<file path="src/rtl/fifo_burst_reader.sv">
// fifo_burst_reader: read-side consumer for the asynchronous FIFO.
// Pops fixed-length bursts of BURST_LEN words through rinc/rempty/rdata and
// streams them out on a valid/ready interface through a 2-entry buffer.
// Optional feature: define FIFO_RD_STATS_EN to add the rd_words handshake
// counter output.

module fifo_burst_reader #(
  parameter int DATA_LINES = 8,
  parameter int BURST_LEN  = 16,
  parameter int CNT_W      = $clog2(BURST_LEN + 1)
) (
  input  logic                  rclk,
  input  logic                  rrst,
  input  logic                  start,
  input  logic                  rempty,
  input  logic [DATA_LINES-1:0] rdata,
  output logic                  rinc,
  output logic [DATA_LINES-1:0] out_data,
  output logic                  out_valid,
  input  logic                  out_ready,
  output logic                  out_last,
  output logic                  busy,
`ifdef FIFO_RD_STATS_EN
  output logic                  burst_done,
  output logic [31:0]           rd_words
`else
  output logic                  burst_done
`endif
);

  typedef enum logic [1:0] {
    IDLE  = 2'd0,
    BURST = 2'd1,
    FLUSH = 2'd2
  } state_t;

  state_t                state_q;
  state_t                state_d;
  logic [CNT_W-1:0]      remaining_q;
  logic [1:0]            buf_cnt;
  logic [DATA_LINES-1:0] buf_data [2];
  logic                  buf_last [2];
  logic                  push;
  logic                  pop;
  logic                  push_last;

  // Pop strobe and stream handshake, both purely combinational.
  always_comb begin
    rinc      = (state_q == BURST) && !rempty && (remaining_q != '0) &&
                (buf_cnt < 2'd2);
    push      = rinc;
    push_last = (remaining_q == CNT_W'(1));
    out_valid = (buf_cnt != 2'd0);
    pop       = out_valid && out_ready;
    out_data  = buf_data[0];
    out_last  = out_valid && buf_last[0];
    busy      = (state_q != IDLE);
  end

  // Next-state logic and the one-cycle completion pulse.
  always_comb begin
    // NOTE: every output of this block gets a default first, so no path can
    // leave a value unassigned and infer a latch.
    state_d    = state_q;
    burst_done = 1'b0;
    case (state_q)
      IDLE:    if (start) state_d = BURST;
      BURST:   if (rinc && push_last) state_d = FLUSH;
      FLUSH: begin
        if (buf_cnt == 2'd0) begin
          state_d    = IDLE;
          burst_done = 1'b1;
        end
      end
      default: state_d = IDLE;
    endcase
  end

  // State register.
  always_ff @(posedge rclk or negedge rrst) begin
    // NOTE: sequential state uses non-blocking assignments so every register
    // samples pre-edge values regardless of evaluation order.
    if (!rrst) state_q <= IDLE;
    else       state_q <= state_d;
  end

  // Remaining-word counter: loaded on burst start, decremented per pop.
  always_ff @(posedge rclk or negedge rrst) begin
    if (!rrst) begin
      remaining_q <= '0;
    end else if (state_q == IDLE && start) begin
      remaining_q <= CNT_W'(BURST_LEN);
    end else if (rinc) begin
      remaining_q <= remaining_q - CNT_W'(1);
    end
  end

  // Two-entry output buffer; slot 0 is always the head of the stream.
  always_ff @(posedge rclk or negedge rrst) begin
    // NOTE: the buffer storage is reset too, because out_data is driven
    // straight from slot 0 and must read zero out of reset; it is only two
    // words, so the reset cost is negligible.
    if (!rrst) begin
      buf_cnt     <= 2'd0;
      buf_data[0] <= '0;
      buf_data[1] <= '0;
      buf_last[0] <= 1'b0;
      buf_last[1] <= 1'b0;
    end else begin
      case ({push, pop})
        2'b10: begin
          if (buf_cnt == 2'd0) begin
            buf_data[0] <= rdata;
            buf_last[0] <= push_last;
          end else begin
            buf_data[1] <= rdata;
            buf_last[1] <= push_last;
          end
          buf_cnt <= buf_cnt + 2'd1;
        end
        2'b01: begin
          buf_data[0] <= buf_data[1];
          buf_last[0] <= buf_last[1];
          buf_cnt     <= buf_cnt - 2'd1;
        end
        2'b11: begin
          // Push needs buf_cnt<2 and pop needs buf_cnt>0, so buf_cnt is 1:
          // the new word replaces the departing head and the count holds.
          buf_data[0] <= rdata;
          buf_last[0] <= push_last;
        end
        default: ;
      endcase
    end
  end

`ifdef FIFO_RD_STATS_EN
  // Saturating count of stream handshakes, cleared only by reset.
  always_ff @(posedge rclk or negedge rrst) begin
    if (!rrst) begin
      rd_words <= '0;
    end else if (pop && (rd_words != 32'hFFFF_FFFF)) begin
      rd_words <= rd_words + 32'd1;
    end
  end
`endif

endmodule

</file>
<file path="config.mk">
export PLATFORM = sky130hd
export DESIGN_NAME = fifo_burst_reader
export DESIGN_NICKNAME = d
export VERILOG_FILES = /design/src/rtl/fifo_burst_reader.sv
export SDC_FILE = /design/constraint.sdc
export NUM_CORES = 1
export LEC_CHECK = 0
export ABC_AREA = 1
export CORE_AREA = 2 2 44 76
export DETAILED_ROUTE_END_ITERATION = 16
export DIE_AREA = 0 0 46 78
export PLACE_DENSITY = 0.76
export SLEW_MARGIN = 10
export SYNTH_ARGS = -nofsm -noshare
export SYNTH_HDL_FRONTEND = slang
export SYNTH_SLANG_ARGS = --single-unit
</file>
<file path="constraint.sdc">
create_clock -name rclk -period 1.87 [get_ports rclk]
set_input_delay 0.2805 -clock rclk [delete_from_list [all_inputs] [get_ports rclk]]
set_output_delay 0.2805 -clock rclk [all_outputs]
set_load 0.02 [all_outputs]
</file>
==> flow_summary.toml <==
[place]
io_buffers = 25
gp_congestion = 0.745
place_inst = 227
hpwl_microns = 2120

[cts]
clockBufferDepth = 2
cts.sinks = 27
worst_skew_pair.late_latency_ns = 0.27
path_clk_slew_ns = 0.09
cts_setup_buffers = 0
htreeDepth = 1
root_buffer = "clkbuf_8"
cts_made_buffers = 3
cts_tree = "yes"

[sta]
fin_crit_ns = 1.77
fin_setup_tns_ns = 0
period_share_pct = 94.8
finalHoldViolations = 0
max_freq_mhz = 564
tightest_slew_ns = 0.359
finalSetupViolCount = 0
maxSlewHeadroom_pct = 76.1
slew_violations = 0
rsz0062_at_grt = "false"
skew_ns = 0.00273

[critical_path]
reg2reg_depth = 12
cpPeakStageDelay_ns = 0.62
setup.worst_path.end_class = "primary output"
path_cells = "nor2_4, inv_4, clkdlybuf4s50_1"
cp-start-kind = "register"
worst-path-buf-inv = 2
cp_top_family = "buffers and inverters"
crit_fanout = 6
crit_slowest_cell = "clkdlybuf4s50_1"
reg2reg_from = "remaining_q[0]$_DFFE_PN0P_"
crit_required_ns = 1.59
reg2reg_slack_ns = 0.14
r2r_end = "buf_data[1]$_DFFE_PN0P_"
crit_arrival_ns = 1.49
path_class = "register to primary output"

[layout]
seq_area_sq_um = 677
nNetsFinal = 224
multi_input_area_sq_um = 637
n_fill_cell = 269
final_util_pct = 61.9
area_delta_synth_final_pct = 23.0
drive_gt1_share_pct = 15.6
diodes = 0
final-instance-count-excl-fill = 233

[run]
drv_cap = 0

[die]
die_w_microns = 46
start_util_pct = 50.3
io_pins = 26
core_area_sq_um = 2930
fp.dieH_microns = 78
rows = 26
dieArea_sq_um = 3590

[grt]
grt_start_max_net_pins = 28
grt_pass1_vias = 1109
grt_pass1_wl_microns = 4740
grt_usage_pct = 17.0
antenna_found_initial = 0
grt_overflow = 0

[drt]
top_layer = "met4"
routed_wl_microns = 2780
vias = 1162
ant_nets = 0
met1_length_microns = 1170
initialDrtViolationCount = 30
dr.pass1.iters = 4
dr_wl_met2_microns = 1500
wl_met3_microns = 66
vias_per_cell = 4.99
drc = 0
wl_per_cell_microns = 11.9

[logic_synthesis]
synth_area_sq_um = 1470
synth_edf_count = 0
synth.distinct_cells = 24
yosys_register_bits = 27
synth_nets = 194
avgSynthCellArea_sq_um = 8.37
synthFlopType = "dfrtp_1"
synthArstFlopShare_pct = 100
yosysWarnings = 0
ys_seq_area_share_pct = 45.8
syn_inst = 176

[power]
combPwrFrac_pct = 52.7
p_per_area_nw_per_um2 = 1570
switching_share_pct = 42.0
power_leakage_uw = 0.000907
totalPowerFinal_uw = 2850
power_frac_seq_pct = 35.4
power.switching_uw = 1200
power.share.clock_pct = 11.9
ir_drop_uv = 883
p_int_uw = 1650

[hold_path]
hp-class = "primary input to asynchronous set/reset pin"

[status]
outcome = "finished clean"
synthesized netlist by cell type (3+ instances only):
| library cell | number | area share (%) |
|---|---|---|
| nand2_4 | 4 | 3.1 |
| o21ai_1 | 8 | 2.7 |
| buf_4 | 8 | 4.1 |
| nand2_1 | 47 | 12 |
| nor2_4 | 3 | 2.3 |
| o21ai_0 | 15 | 5.1 |
| nand3_1 | 18 | 6.1 |
| ha_1 | 5 | 4.2 |
| inv_1 | 19 | 4.8 |
| nor2_1 | 4 | 1.0 |
| dfrtp_1 | 27 | 46 |
timing repair:
item,in CTS,in global routing
hold buffers,0,0
hold endpoints to repair,0,0
pin swaps,0,1
setup endpoints to repair,3,9
cloned,0,2
gates resized for setup,5,3
flip-flops by register name, indices dropped and copies added (netlist names):
signal	cells
buf_data	8
state_q	2
buf_last	2
out_data	8
remaining_q	5
buf_cnt	2
final cells by class:
cell class / count / area share [%]
clock inverter: 1 / 0.414
sequential: 27 / 37.3
timing repair buffer: 35 / 18.2
tap: 28 / 1.93
multi-input combinational: 117 / 35.1
inverter: 22 / 4.69
clock buffer: 3 / 2.28
worst max-delay path by stage:
stage / start / endpoint / slack [ns] / cells after the start
2_1_floorplan: buf_cnt[1]$_DFFE_PN0P_ / buf_cnt[1]$_DFFE_PN0P_ / 0.12 / 10
3_3_place_gp: rempty / rinc / -0.06 / 7
3_5_place_dp: rempty / rinc / -0.06 / 7
4_1_cts: remaining_q[0]$_DFFE_PN0P_ / rinc / 0.01 / 8
5_1_grt: remaining_q[0]$_DFFE_PN0P_ / out_data[0]$_DFFE_PN0P_ / 0.01 / 12
6_report: buf_cnt[0]$_DFFE_PN0P_ / out_valid / 0.1 / 3
per-stage QoR:
step	area, sq um	setup slack, ns	hold WS (ns)
detailed placement	1760	-0.0560	0.479
global placement	1760	-0.0552	0.468
CTS	1800	0.0124	0.380
global route	1810	0.00992	0.398
floorplan	1470	0.125	-0.0151
finish	1810	0.0972	0.369
cells in the final DEF (no fill, tap or decap):
cell type / n
dlygate4sd2_1: 2
ha_1: 4
xnor2_1: 1
nand3_1: 18
inv_2: 2
clkinvlp_4: 1
buf_4: 9
a21oi_1: 1
nand2_2: 4
ha_2: 1
inv_4: 1
buf_12: 1
nand3_4: 1
clkbuf_2: 1
dfrtp_1: 26
or2_1: 1
nor2_1: 4
nand2_4: 4
dfrtp_2: 1
nand4_1: 1
nor3_1: 2
nor2_4: 3
clkdlybuf4s50_1: 22
nand2_1: 47
o21ai_1: 9
inv_1: 19
clkbuf_8: 3
xor2_1: 2
o21ai_0: 14
layer usage:
metal,vias up,GRT usage (%)
li1,609,-
met1,529,22.1
met2,20,28.3
met3,4,2.09
met4,0,5.14
met5,-,0
kinds of logic (layout without fill, tap and decap cells):
kind of cell,count (synthesis),in the layout,synth area share [%]
and+or+nand+nor,83,85,28.0
buffers and inverters,34,61,12.0
DFF,27,27,45.8
AOI/OAI and AO/OA,24,24,8.15
adders and majority gates,5,5,4.24
xor gates and xnor gates,3,3,1.78
worst reg2reg max path, cell delays in order (launching register included):
cell and delay [ns]:
dfrtp_1 0.39, inv_1 0.08, ha_1 0.14, inv_1 0.03
nor2_1 0.11, nand2_2 0.11, nand2_4 0.10, inv_2 0.04
buf_4 0.14, ha_2 0.22, nand2_2 0.17, nand2_1 0.07
o21ai_1 0.07
power by group through the flow:
stage	logic (uW)	clock network (uW)	registers [uW]
after floorplan	1090	0	984
after global placement	1460	0	1010
after global routing	1690	373	1040
after CTS	1490	346	1010
after detailed placement	1500	0	1020
final	1500	339	1010
(Power assumes the default switching activity.)
